--- src/rtl/cpu_sequencer.sv ---
// Multi-cycle fetch/decode/execute/mem/writeback sequencer: owns PC, IR, phase code and retire count.
// Retire is a decode of the registered phase qualified by this cycle's br_taken/mem_ready, so it lands in the final cycle.
module cpu_sequencer #(
  parameter logic [31:0] RESET_PC  = 32'h0000_0000,
  parameter logic [63:0] MEM_BYTES = 64'd64001
) (
  input  logic        clk,
  input  logic        rst,
  input  logic [31:0] instr_in,
  input  logic        br_taken,
  input  logic [31:0] br_target,
  input  logic        mem_ready,
  output logic [2:0]  state_out,
  output logic [31:0] pc_out,
  output logic [31:0] ir_out,
  output logic        retire,
  output logic [31:0] instret,
  output logic        halted,
  output logic        trap
);

  typedef enum logic [2:0] {
    S_RESET  = 3'd0,
    S_FETCH  = 3'd1,
    S_DECODE = 3'd2,
    S_EXEC   = 3'd3,
    S_MEM    = 3'd4,
    S_WB     = 3'd5,
    S_HALT   = 3'd6,
    S_TRAP   = 3'd7
  } state_t;

  localparam logic [6:0]  OP_LUI    = 7'b0110111;
  localparam logic [6:0]  OP_AUIPC  = 7'b0010111;
  localparam logic [6:0]  OP_JAL    = 7'b1101111;
  localparam logic [6:0]  OP_JALR   = 7'b1100111;
  localparam logic [6:0]  OP_BRANCH = 7'b1100011;
  localparam logic [6:0]  OP_LOAD   = 7'b0000011;
  localparam logic [6:0]  OP_STORE  = 7'b0100011;
  localparam logic [6:0]  OP_IMM    = 7'b0010011;
  localparam logic [6:0]  OP_OP     = 7'b0110011;
  localparam logic [6:0]  OP_FENCE  = 7'b0001111;
  localparam logic [31:0] EBREAK    = 32'h0010_0073;

  state_t      state;
  logic        redir;
  logic [31:0] redir_target;
  logic [6:0]  opcode;
  logic        opcode_legal;
  logic        fetch_ok;
  logic        br_misaligned;
  logic        is_mem;
  logic        is_short;
  logic        retire_now;
  logic        take_redir;
  logic [31:0] take_target;
  logic [31:0] next_pc;

  assign opcode    = ir_out[6:0];
  assign state_out = state;
  assign retire    = retire_now;

  // Widened compare so a PC near 2^32 cannot wrap past the memory limit.
  assign fetch_ok      = ({32'd0, pc_out} + 64'd3) < MEM_BYTES;
  assign br_misaligned = br_taken && (br_target[1:0] != 2'b00);
  assign is_mem        = (opcode == OP_LOAD) || (opcode == OP_STORE);
  assign is_short      = (opcode == OP_BRANCH) || (opcode == OP_FENCE);

  always_comb begin
    opcode_legal = 1'b0;
    case (opcode)
      OP_LUI, OP_AUIPC, OP_JAL, OP_JALR, OP_BRANCH,
      OP_LOAD, OP_STORE, OP_IMM, OP_OP, OP_FENCE: opcode_legal = 1'b1;
      default:                                    opcode_legal = 1'b0;
    endcase
  end

  assign retire_now = !rst && ((state == S_WB) ||
                               (state == S_EXEC && is_short && !br_misaligned) ||
                               (state == S_MEM && mem_ready && opcode == OP_STORE));

  // Branches retire in EXECUTE itself, before the redirect register has been written.
  always_comb begin
    take_redir  = redir;
    take_target = redir_target;
    if (state == S_EXEC) begin
      take_redir  = br_taken;
      take_target = br_target;
    end
  end

  assign next_pc = take_redir ? take_target : pc_out + 32'd4;

  always_ff @(posedge clk) begin
    if (rst) begin
      state        <= S_RESET;
      pc_out       <= RESET_PC;
      ir_out       <= '0;
      instret      <= '0;
      halted       <= 1'b0;
      trap         <= 1'b0;
      redir        <= 1'b0;
      redir_target <= '0;
    end else begin
      instret <= instret + {31'd0, retire_now};
      if (retire_now) pc_out <= next_pc;
      case (state)
        S_RESET: state <= S_FETCH;
        S_FETCH: begin
          if (!fetch_ok) begin
            state <= S_TRAP;
            trap  <= 1'b1;
          end else begin
            ir_out <= instr_in;
            state  <= S_DECODE;
          end
        end
        S_DECODE: begin
          if (ir_out == EBREAK) begin
            state  <= S_HALT;
            halted <= 1'b1;
          end else if (!opcode_legal) begin
            state <= S_TRAP;
            trap  <= 1'b1;
          end else begin
            state <= S_EXEC;
          end
        end
        S_EXEC: begin
          redir        <= br_taken;
          redir_target <= br_target;
          if (br_misaligned) begin
            state <= S_TRAP;
            trap  <= 1'b1;
          end else if (is_mem) begin
            state <= S_MEM;
          end else if (is_short) begin
            state <= S_FETCH;
          end else begin
            state <= S_WB;
          end
        end
        S_MEM: begin
          if (mem_ready) state <= (opcode == OP_LOAD) ? S_WB : S_FETCH;
        end
        S_WB:    state <= S_FETCH;
        default: state <= state;
      endcase
    end
  end

endmodule
--- config.mk ---
export PLATFORM = sky130hd
export DESIGN_NAME = cpu_sequencer
export DESIGN_NICKNAME = d
export VERILOG_FILES = /design/src/rtl/cpu_sequencer.sv
export SDC_FILE = /design/constraint.sdc
export NUM_CORES = 1
export LEC_CHECK = 0
export CORE_ASPECT_RATIO = 0.5
export CORE_MARGIN = 4
export CORE_UTILIZATION = 30
export DETAILED_ROUTE_END_ITERATION = 6
export GPL_TIMING_DRIVEN = 0
export PLACE_DENSITY_LB_ADDON = 0.2
export SYNTH_ARGS = -nofsm -noshare
export SYNTH_HDL_FRONTEND = slang
export SYNTH_SLANG_ARGS = --single-unit
--- constraint.sdc ---
create_clock -name clk -period 8.45 [get_ports clk]
set_input_delay 1.69 -clock clk [delete_from_list [all_inputs] [get_ports clk]]
set_output_delay 1.69 -clock clk [all_outputs]
set_load 0.01 [all_outputs]
Word level (Yosys, flattened, before mapping)
Index checks and enable logic that the tools add are counted.
Storage, ports and cells
  bits of input ports: 68
  logic and storage cells: 73
  bits in registers: 134
Operators by class
  add/subtract/negate cells: 3
  mux-type cells: 18
  reductions and logical operators: 22
  equal/unequal tests: 21
  order comparisons: 1
Operators with widths (count)
  $mux W32: 2
  $add A32 B2 Y33 const B: 1
  $lt A33 B16 Y1 const B: 1
  $add A32 B1 Y32: 1
  $add A32 B3 Y32 const B: 1
  $eq A32 B21 Y1 const B: 1
  $mux W3: 8
  $eq A7 B6 Y1 const B: 3
  $eq A7 B7 Y1 const B: 3
  $pmux W3 S5: 1
  $eq A7 B5 Y1 const B: 2
  $ne A2 B2 Y1 const B: 5
  $reduce_or A10 Y1: 1
  $eq A7 B2 Y1 const B: 1
  $eq A7 B4 Y1 const B: 1
  $eq A3 B2 Y1 const B: 2
  $eq A3 B3 Y1 const B: 2
  $logic_and A1 B1 Y1: 6
  $mux W1: 6
  $reduce_and A2 Y1: 3
  $reduce_and A5 Y1: 1
  $reduce_bool A5 Y1: 1
  $logic_or A1 B1 Y1: 4
  $eq A3 B1 Y1 const B: 1
  6 further kinds: 7

Depth between registers and ports, before layout
  word-level depth: 8
  mapped depth: 18
  gate-level depth less buffers: 15

Least setup slack after synthesis
Ideal clock, no wire load.
  path type: input-to-reg
  start point: input port br_target[0]
  end point: register instret[30]
  setup slack: 3.327 ns
  cell stages on the path: 15
  arrival: 5.052 ns
  cell sequence: o21a_1 nor4_1 mux2i_1 o32ai_1 clkbuf_1 clkbuf_1 nor2b_1 ha_1 ha_1 nand2_1 nor3_1 and2_1 nand3_1 or3_1 a21oi_1
On the way
  cells in the longest elaborated chain, start to end: 8
RTL lines
  start, declared: line 11  | input logic [31:0] br_target,
  $reduce_bool A2 Y1: line 65  | assign br_misaligned = br_taken && (br_target[1:0] != 2'b00);
  $logic_and A1 B1 Y1: line 65
  $logic_not A1 Y1: line 79  | (state == S_EXEC && is_short && !br_misaligned) ||
  $logic_and A1 B1 Y1: line 79
  $logic_or A1 B1 Y1: line 78  | assign retire_now = !rst && ((state == S_WB) ||
  $logic_or A1 B1 Y1: line 79
  $logic_and A1 B1 Y1: line 78
  net retire: line 16  | output logic retire,
  $add A32 B1 Y32: line 105  | instret <= instret + {31'd0, retire_now};
  end signal, assigned: line 105
  end, declared: line 17  | output logic [31:0] instret,
The timed path passes the listed nets, and every way through them passes these cells.
A chain may end at the register's enable or synchronous reset.

Worst setup path after layout
  start point: input port br_target[0]
  end point: output port retire
On the way
  cells in the longest elaborated chain, start to end: 7
RTL lines (line)
  $reduce_bool A2 Y1: 65
  $logic_and A1 B1 Y1: 65
  $logic_not A1 Y1: 79
  $logic_and A1 B1 Y1: 79
  $logic_or A1 B1 Y1: 78
  $logic_or A1 B1 Y1: 79
  $logic_and A1 B1 Y1: 78
  end, declared: 16
Every way passes these cells.

==> impl_results.html <==
<table>
<tr><th>Metric</th><th>Value</th></tr>
<tr><th colspan="2">Clock tree</th></tr>
<tr><td>Max H-tree Level</td><td>4</td></tr>
<tr><td>CTS tree</td><td>yes</td></tr>
<tr><td>Post-cts gate resize count</td><td>0</td></tr>
<tr><td>CTS Hold Bufs</td><td>0</td></tr>
<tr><td>Clock-pin slew on the worst setup and hold paths</td><td>0.06 ns</td></tr>
<tr><td>Setup repair bufs after CTS</td><td>0</td></tr>
<tr><td>Clock root buffer</td><td>sky130_fd_sc_hd__clkbuf_16</td></tr>
<tr><td>CTS sink cnt</td><td>134</td></tr>
<tr><td>Insertion delay to the later sink of the worst-skew pair</td><td>0.42 ns</td></tr>
<tr><td>Buffer depth of the longest clock path</td><td>2</td></tr>
<tr><td>CTS Buf Count</td><td>17</td></tr>
<tr><th colspan="2">Floorplanning</th></tr>
<tr><td>Die height</td><td>115 um</td></tr>
<tr><td>Core area</td><td>22000 um^2</td></tr>
<tr><td>Number of placement rows</td><td>38</td></tr>
<tr><td>Die area</td><td>25300 um^2</td></tr>
<tr><td>Starting density of the core</td><td>31.0%</td></tr>
<tr><td>Die extent in x</td><td>221 um</td></tr>
<tr><td>Top-level port count</td><td>170</td></tr>
<tr><th colspan="2">STA</th></tr>
<tr><td>Minimum clock period after layout</td><td>7.07 ns</td></tr>
<tr><td>Clock Skews</td><td>0.0143 ns</td></tr>
<tr><td>Setup tns final</td><td>0 ns</td></tr>
<tr><td>Part of the cycle the worst path needs</td><td>83.7%</td></tr>
<tr><td>Final number of hold-violating endpoints</td><td>0</td></tr>
<tr><td>Worst Tran Pin Value</td><td>1.05 ns</td></tr>
<tr><td>Setup slack of the critical path after layout</td><td>1.38 ns</td></tr>
<tr><td>Worst slew margin</td><td>29.7%</td></tr>
<tr><td>Setup repair after global routing missed its margin</td><td>no</td></tr>
<tr><td>Upper clock frequency limit</td><td>0.141 GHz</td></tr>
<tr><td>Number of setup violations in the final report</td><td>0</td></tr>
<tr><td>Max-slew violation count</td><td>0</td></tr>
<tr><th colspan="2">Setup path</th></tr>
<tr><td>Highest net fanout along the worst path</td><td>10</td></tr>
<tr><td>Critical Path AT</td><td>5.38 ns</td></tr>
<tr><td>CP delay by family, top</td><td>buffers and inverters</td></tr>
<tr><td>Endpoint kind of the worst setup timing path</td><td>output port</td></tr>
<tr><td>Number of buffer and inverter instances along the worst setup path</td><td>4</td></tr>
<tr><td>Setup Crit Path Kind</td><td>in -&gt; out</td></tr>
<tr><td>Critical Path Slowest Stage Cell</td><td>sky130_fd_sc_hd__clkdlybuf4s50_1</td></tr>
<tr><td>Required @ worst endpoint</td><td>6.76 ns</td></tr>
<tr><td>Worst setup SP type</td><td>input pin</td></tr>
<tr><td>Maximum single-stage delay on the critical path</td><td>0.62 ns</td></tr>
<tr><td>Ordered list of cells on the worst path</td><td>clkdlybuf4s50_1 &gt; o21a_1 &gt; nor4_1 &gt; mux2i_1 &gt; o32ai_1 &gt; clkbuf_1 &gt; clkbuf_1 &gt; nor2b_1 &gt; clkdlybuf4s50_1</td></tr>
<tr><th colspan="2">Pwr</th></tr>
<tr><td>Static Leakage</td><td>3.48 nW</td></tr>
<tr><td>P per Cell Area</td><td>191 nW/um^2</td></tr>
<tr><td>Peak ir drop on the vdd network</td><td>135 uV</td></tr>
<tr><th colspan="2">Layout</th></tr>
<tr><td>Area used by sequential logic in the layout</td><td>2680 um^2</td></tr>
<tr><td>Ratio of cells with drive above 1 in the final layout</td><td>7.35%</td></tr>
<tr><td>Multi-input gate area</td><td>3720 um^2</td></tr>
<tr><td>Cell Count, Final, Fillers Out</td><td>1307</td></tr>
<tr><td>Number of antenna repair diodes</td><td>0</td></tr>
<tr><td>Filler cell count</td><td>2241</td></tr>
<tr><td>Summed area of non-filler cells in the final layout</td><td>9500 um^2</td></tr>
<tr><td>Area growth from synthesis to layout</td><td>39.5%</td></tr>
<tr><td>Share of the core filled with cells in the final layout</td><td>43.3%</td></tr>
<tr><td>Post-layout net count</td><td>1066</td></tr>
<tr><th colspan="2">Routing</th></tr>
<tr><td>Via count normalized by instance count</td><td>5.10</td></tr>
<tr><td>Number of remaining DRC errors</td><td>0</td></tr>
<tr><td>Remaining number of nets flagged by the antenna check after routing</td><td>0</td></tr>
<tr><td>Detailed-route via count</td><td>6672</td></tr>
<tr><td>Number of DRC violations after detailed-routing iteration 0</td><td>558</td></tr>
<tr><td>Routed length per placed instance</td><td>17.9 um</td></tr>
<tr><td>Detailed Route WL</td><td>23400 um</td></tr>
<tr><td>Number of iterations in the first detailed-routing pass</td><td>6</td></tr>
<tr><th colspan="2">Logic synthesis</th></tr>
<tr><td>Post-Synthesis Cells</td><td>807</td></tr>
<tr><td>Synth unique cells</td><td>68</td></tr>
<tr><td>Post-synthesis instance area</td><td>6810 um^2</td></tr>
<tr><td>Warnings, synthesis</td><td>0</td></tr>
<tr><td>Total of flip-flops plus latches after synthesis</td><td>134</td></tr>
<tr><td>Post-Synthesis Mean Instance Area</td><td>8.44 um^2</td></tr>
<tr><td>Ys async rst share</td><td>0%</td></tr>
<tr><td>Synthesized net count</td><td>879</td></tr>
<tr><td>Seq/Total Area, Yosys</td><td>39.4%</td></tr>
<tr><td>Number of synthesized flops with an enable pin</td><td>0</td></tr>
<tr><td>Dominant synthesized flop cell</td><td>sky130_fd_sc_hd__dfxtp_1</td></tr>
<tr><th colspan="2">Global routing</th></tr>
<tr><td>Tot GR Track Use</td><td>18.0%</td></tr>
<tr><td>Remaining global-route overflow</td><td>0</td></tr>
<tr><td>Largest net degree at the start of global routing</td><td>17</td></tr>
<tr><td>Via count of the first global-routing pass</td><td>6362</td></tr>
<tr><td>Antenna violations before repair</td><td>0</td></tr>
<tr><td>Wire length of the first global-routing pass</td><td>36300 um</td></tr>
<tr><th colspan="2">Placement</th></tr>
<tr><td>Last weighted congestion value of the routability-driven placer</td><td>0.901</td></tr>
<tr><td>Post-Place Worst Slack</td><td>1.44 ns</td></tr>
<tr><td>Number of port buffers</td><td>168</td></tr>
<tr><td>Half-perimeter wire length after detailed placement</td><td>17800 um</td></tr>
<tr><td>Post-placement cell area</td><td>8870 um^2</td></tr>
<tr><td>Number of instances in the placed design</td><td>1275</td></tr>
<tr><th colspan="2">Worst hold path</th></tr>
<tr><td>Worst min-delay path category</td><td>reg -&gt; reg</td></tr>
<tr><th colspan="2">Flow run</th></tr>
<tr><td>Max-cap violations</td><td>0</td></tr>
<tr><th colspan="2">Outcome</th></tr>
<tr><td>Status</td><td>completed</td></tr>
</table>
## per-stage QoR
stage	total power, mW	hold WS [ns]
floorplan	0.874	0.454
global placement	1.01	0.436
detailed placement	1.02	0.437
CTS	1.83	0.447
global route	1.89	0.458
finish	1.82	0.443
## report_power, final
| group | internal (mW) | switching (mW) | total (mW) |
|---|---|---|---|
| clock network | 0.510 | 0.302 | 0.812 |
| logic | 0.148 | 0.161 | 0.309 |
| registers | 0.667 | 0.0270 | 0.694 |
## cells by family (layout without fill, tap and decap cells)
family,Yosys count,count (layout),synth area share (%)
buffers and inverters,70,270,6.06
muxes,71,71,10.5
and+or+nand+nor,349,349,25.3
AOI/OAI and AO/OA,145,145,13.7
DFF,134,134,39.4
adders and majority gates,4,4,0.735
xor gates and xnor gates,34,34,4.37
## sequential cells by signal (all words and copies together), names as in the netlist
name,cells
pc_out,32
state_out,3
halted,1
redir,1
instret,32
ir_out,32
trap,1
redir_target,32
## worst register-to-register path, stage by stage (launching register included)
cell,delay [ns]
sky130_fd_sc_hd__dfxtp_1,0.48
sky130_fd_sc_hd__nor4bb_1,0.52
sky130_fd_sc_hd__a31oi_1,0.13
sky130_fd_sc_hd__nor4_1,0.37
sky130_fd_sc_hd__mux2i_1,0.14
sky130_fd_sc_hd__o32ai_1,0.54
sky130_fd_sc_hd__clkbuf_1,0.47
sky130_fd_sc_hd__clkbuf_1,0.54
sky130_fd_sc_hd__nor2b_1,0.39
sky130_fd_sc_hd__ha_1,0.24
sky130_fd_sc_hd__ha_1,0.24
sky130_fd_sc_hd__nand2_1,0.13
sky130_fd_sc_hd__nor3_1,0.46
sky130_fd_sc_hd__and2_1,0.30
sky130_fd_sc_hd__nand3_1,0.22
sky130_fd_sc_hd__or3_1,0.40
sky130_fd_sc_hd__a21oi_1,0.15
## per-layer routing
metal	up-vias	wire length [um]	global-route usage [%]	part of all wire, %
li1	3245	-	-	-
met1	3147	10800	24.7	46
met2	244	10600	28.7	45
met3	36	1520	4.00	6.5
met4	0	459	5.36	2.0
met5	-	0	0	0
## cell usage in the layout (no fill, tap or decap), drive strengths merged, types with 3 or more instances in the layout
| master | count |
|---|---|
| a211oi | 8 |
| a21oi | 31 |
| a22oi | 13 |
| a31oi | 4 |
| and2 | 5 |
| and3 | 15 |
| and4 | 5 |
| buf | 17 |
| bufinv | 4 |
| clkbuf | 58 |
| clkdlybuf4s50 | 168 |
| clkinv | 6 |
| dfxtp | 134 |
| ha | 4 |
| inv | 13 |
| mux2i | 69 |
| nand2 | 70 |
| nand2b | 5 |
| nand3 | 24 |
| nand3b | 3 |
| nand4 | 20 |
| nor2 | 137 |
| nor2b | 7 |
| nor3 | 22 |
| nor4 | 12 |
| nor4b | 3 |
| o21a | 3 |
| o21ai | 51 |
| o22ai | 5 |
| o31ai | 3 |
| o32ai | 3 |
| o41ai | 6 |
| or2 | 3 |
| or3 | 9 |
| or4 | 4 |
| xnor2 | 19 |
| xor2 | 15 |
## cells in the mapped netlist, types with 4 or more instances
cell | number | area, um^2
sky130_fd_sc_hd__nor2_1 | 137 | 514
sky130_fd_sc_hd__dfxtp_1 | 134 | 2680
sky130_fd_sc_hd__mux2i_1 | 69 | 691
sky130_fd_sc_hd__nand2_1 | 69 | 259
sky130_fd_sc_hd__o21ai_0 | 50 | 250
sky130_fd_sc_hd__clkbuf_1 | 33 | 124
sky130_fd_sc_hd__a21oi_1 | 31 | 155
sky130_fd_sc_hd__nand3_1 | 23 | 115
sky130_fd_sc_hd__nor3_1 | 21 | 105
sky130_fd_sc_hd__xnor2_1 | 19 | 166
sky130_fd_sc_hd__nand4_1 | 18 | 113
sky130_fd_sc_hd__xor2_1 | 15 | 131
sky130_fd_sc_hd__and3_1 | 13 | 81.3
sky130_fd_sc_hd__inv_1 | 13 | 48.8
sky130_fd_sc_hd__a22oi_1 | 12 | 90.1
sky130_fd_sc_hd__nor4_1 | 10 | 62.6
sky130_fd_sc_hd__a211oi_1 | 8 | 60.1
sky130_fd_sc_hd__or3_1 | 8 | 50.1
sky130_fd_sc_hd__nor2b_1 | 7 | 43.8
sky130_fd_sc_hd__buf_6 | 6 | 67.6
sky130_fd_sc_hd__o41ai_1 | 6 | 52.6
sky130_fd_sc_hd__and2_1 | 5 | 31.3
sky130_fd_sc_hd__and4_1 | 5 | 43.8
sky130_fd_sc_hd__clkbuf_8 | 5 | 68.8
sky130_fd_sc_hd__nand2b_1 | 5 | 31.3
sky130_fd_sc_hd__o22ai_1 | 5 | 31.3
sky130_fd_sc_hd__a31oi_1 | 4 | 25.0
sky130_fd_sc_hd__buf_2 | 4 | 20.0
sky130_fd_sc_hd__buf_4 | 4 | 30.0
sky130_fd_sc_hd__ha_1 | 4 | 50.1
## path summary, 6_finish.rpt
kind	start	to	slack [ns]	cells after the start
max	br_target[0]	retire	1.38	9
min reg2reg	trap	trap	0.44	2
min	trap	trap	0.44	2
max reg2reg	ir_out[5]	instret[30]	2.66	16
## layout make-up
class	instances	area share, %
clock buffers	20	4.81
repair buffers	168	17.7
well taps	300	3.95
inverters	13	0.514
clock inverters	12	1.86
multi-input cells	603	39.1
flip-flops and latches	134	28.2
plain buffers	57	3.83
(Power assumes the default switching activity.)
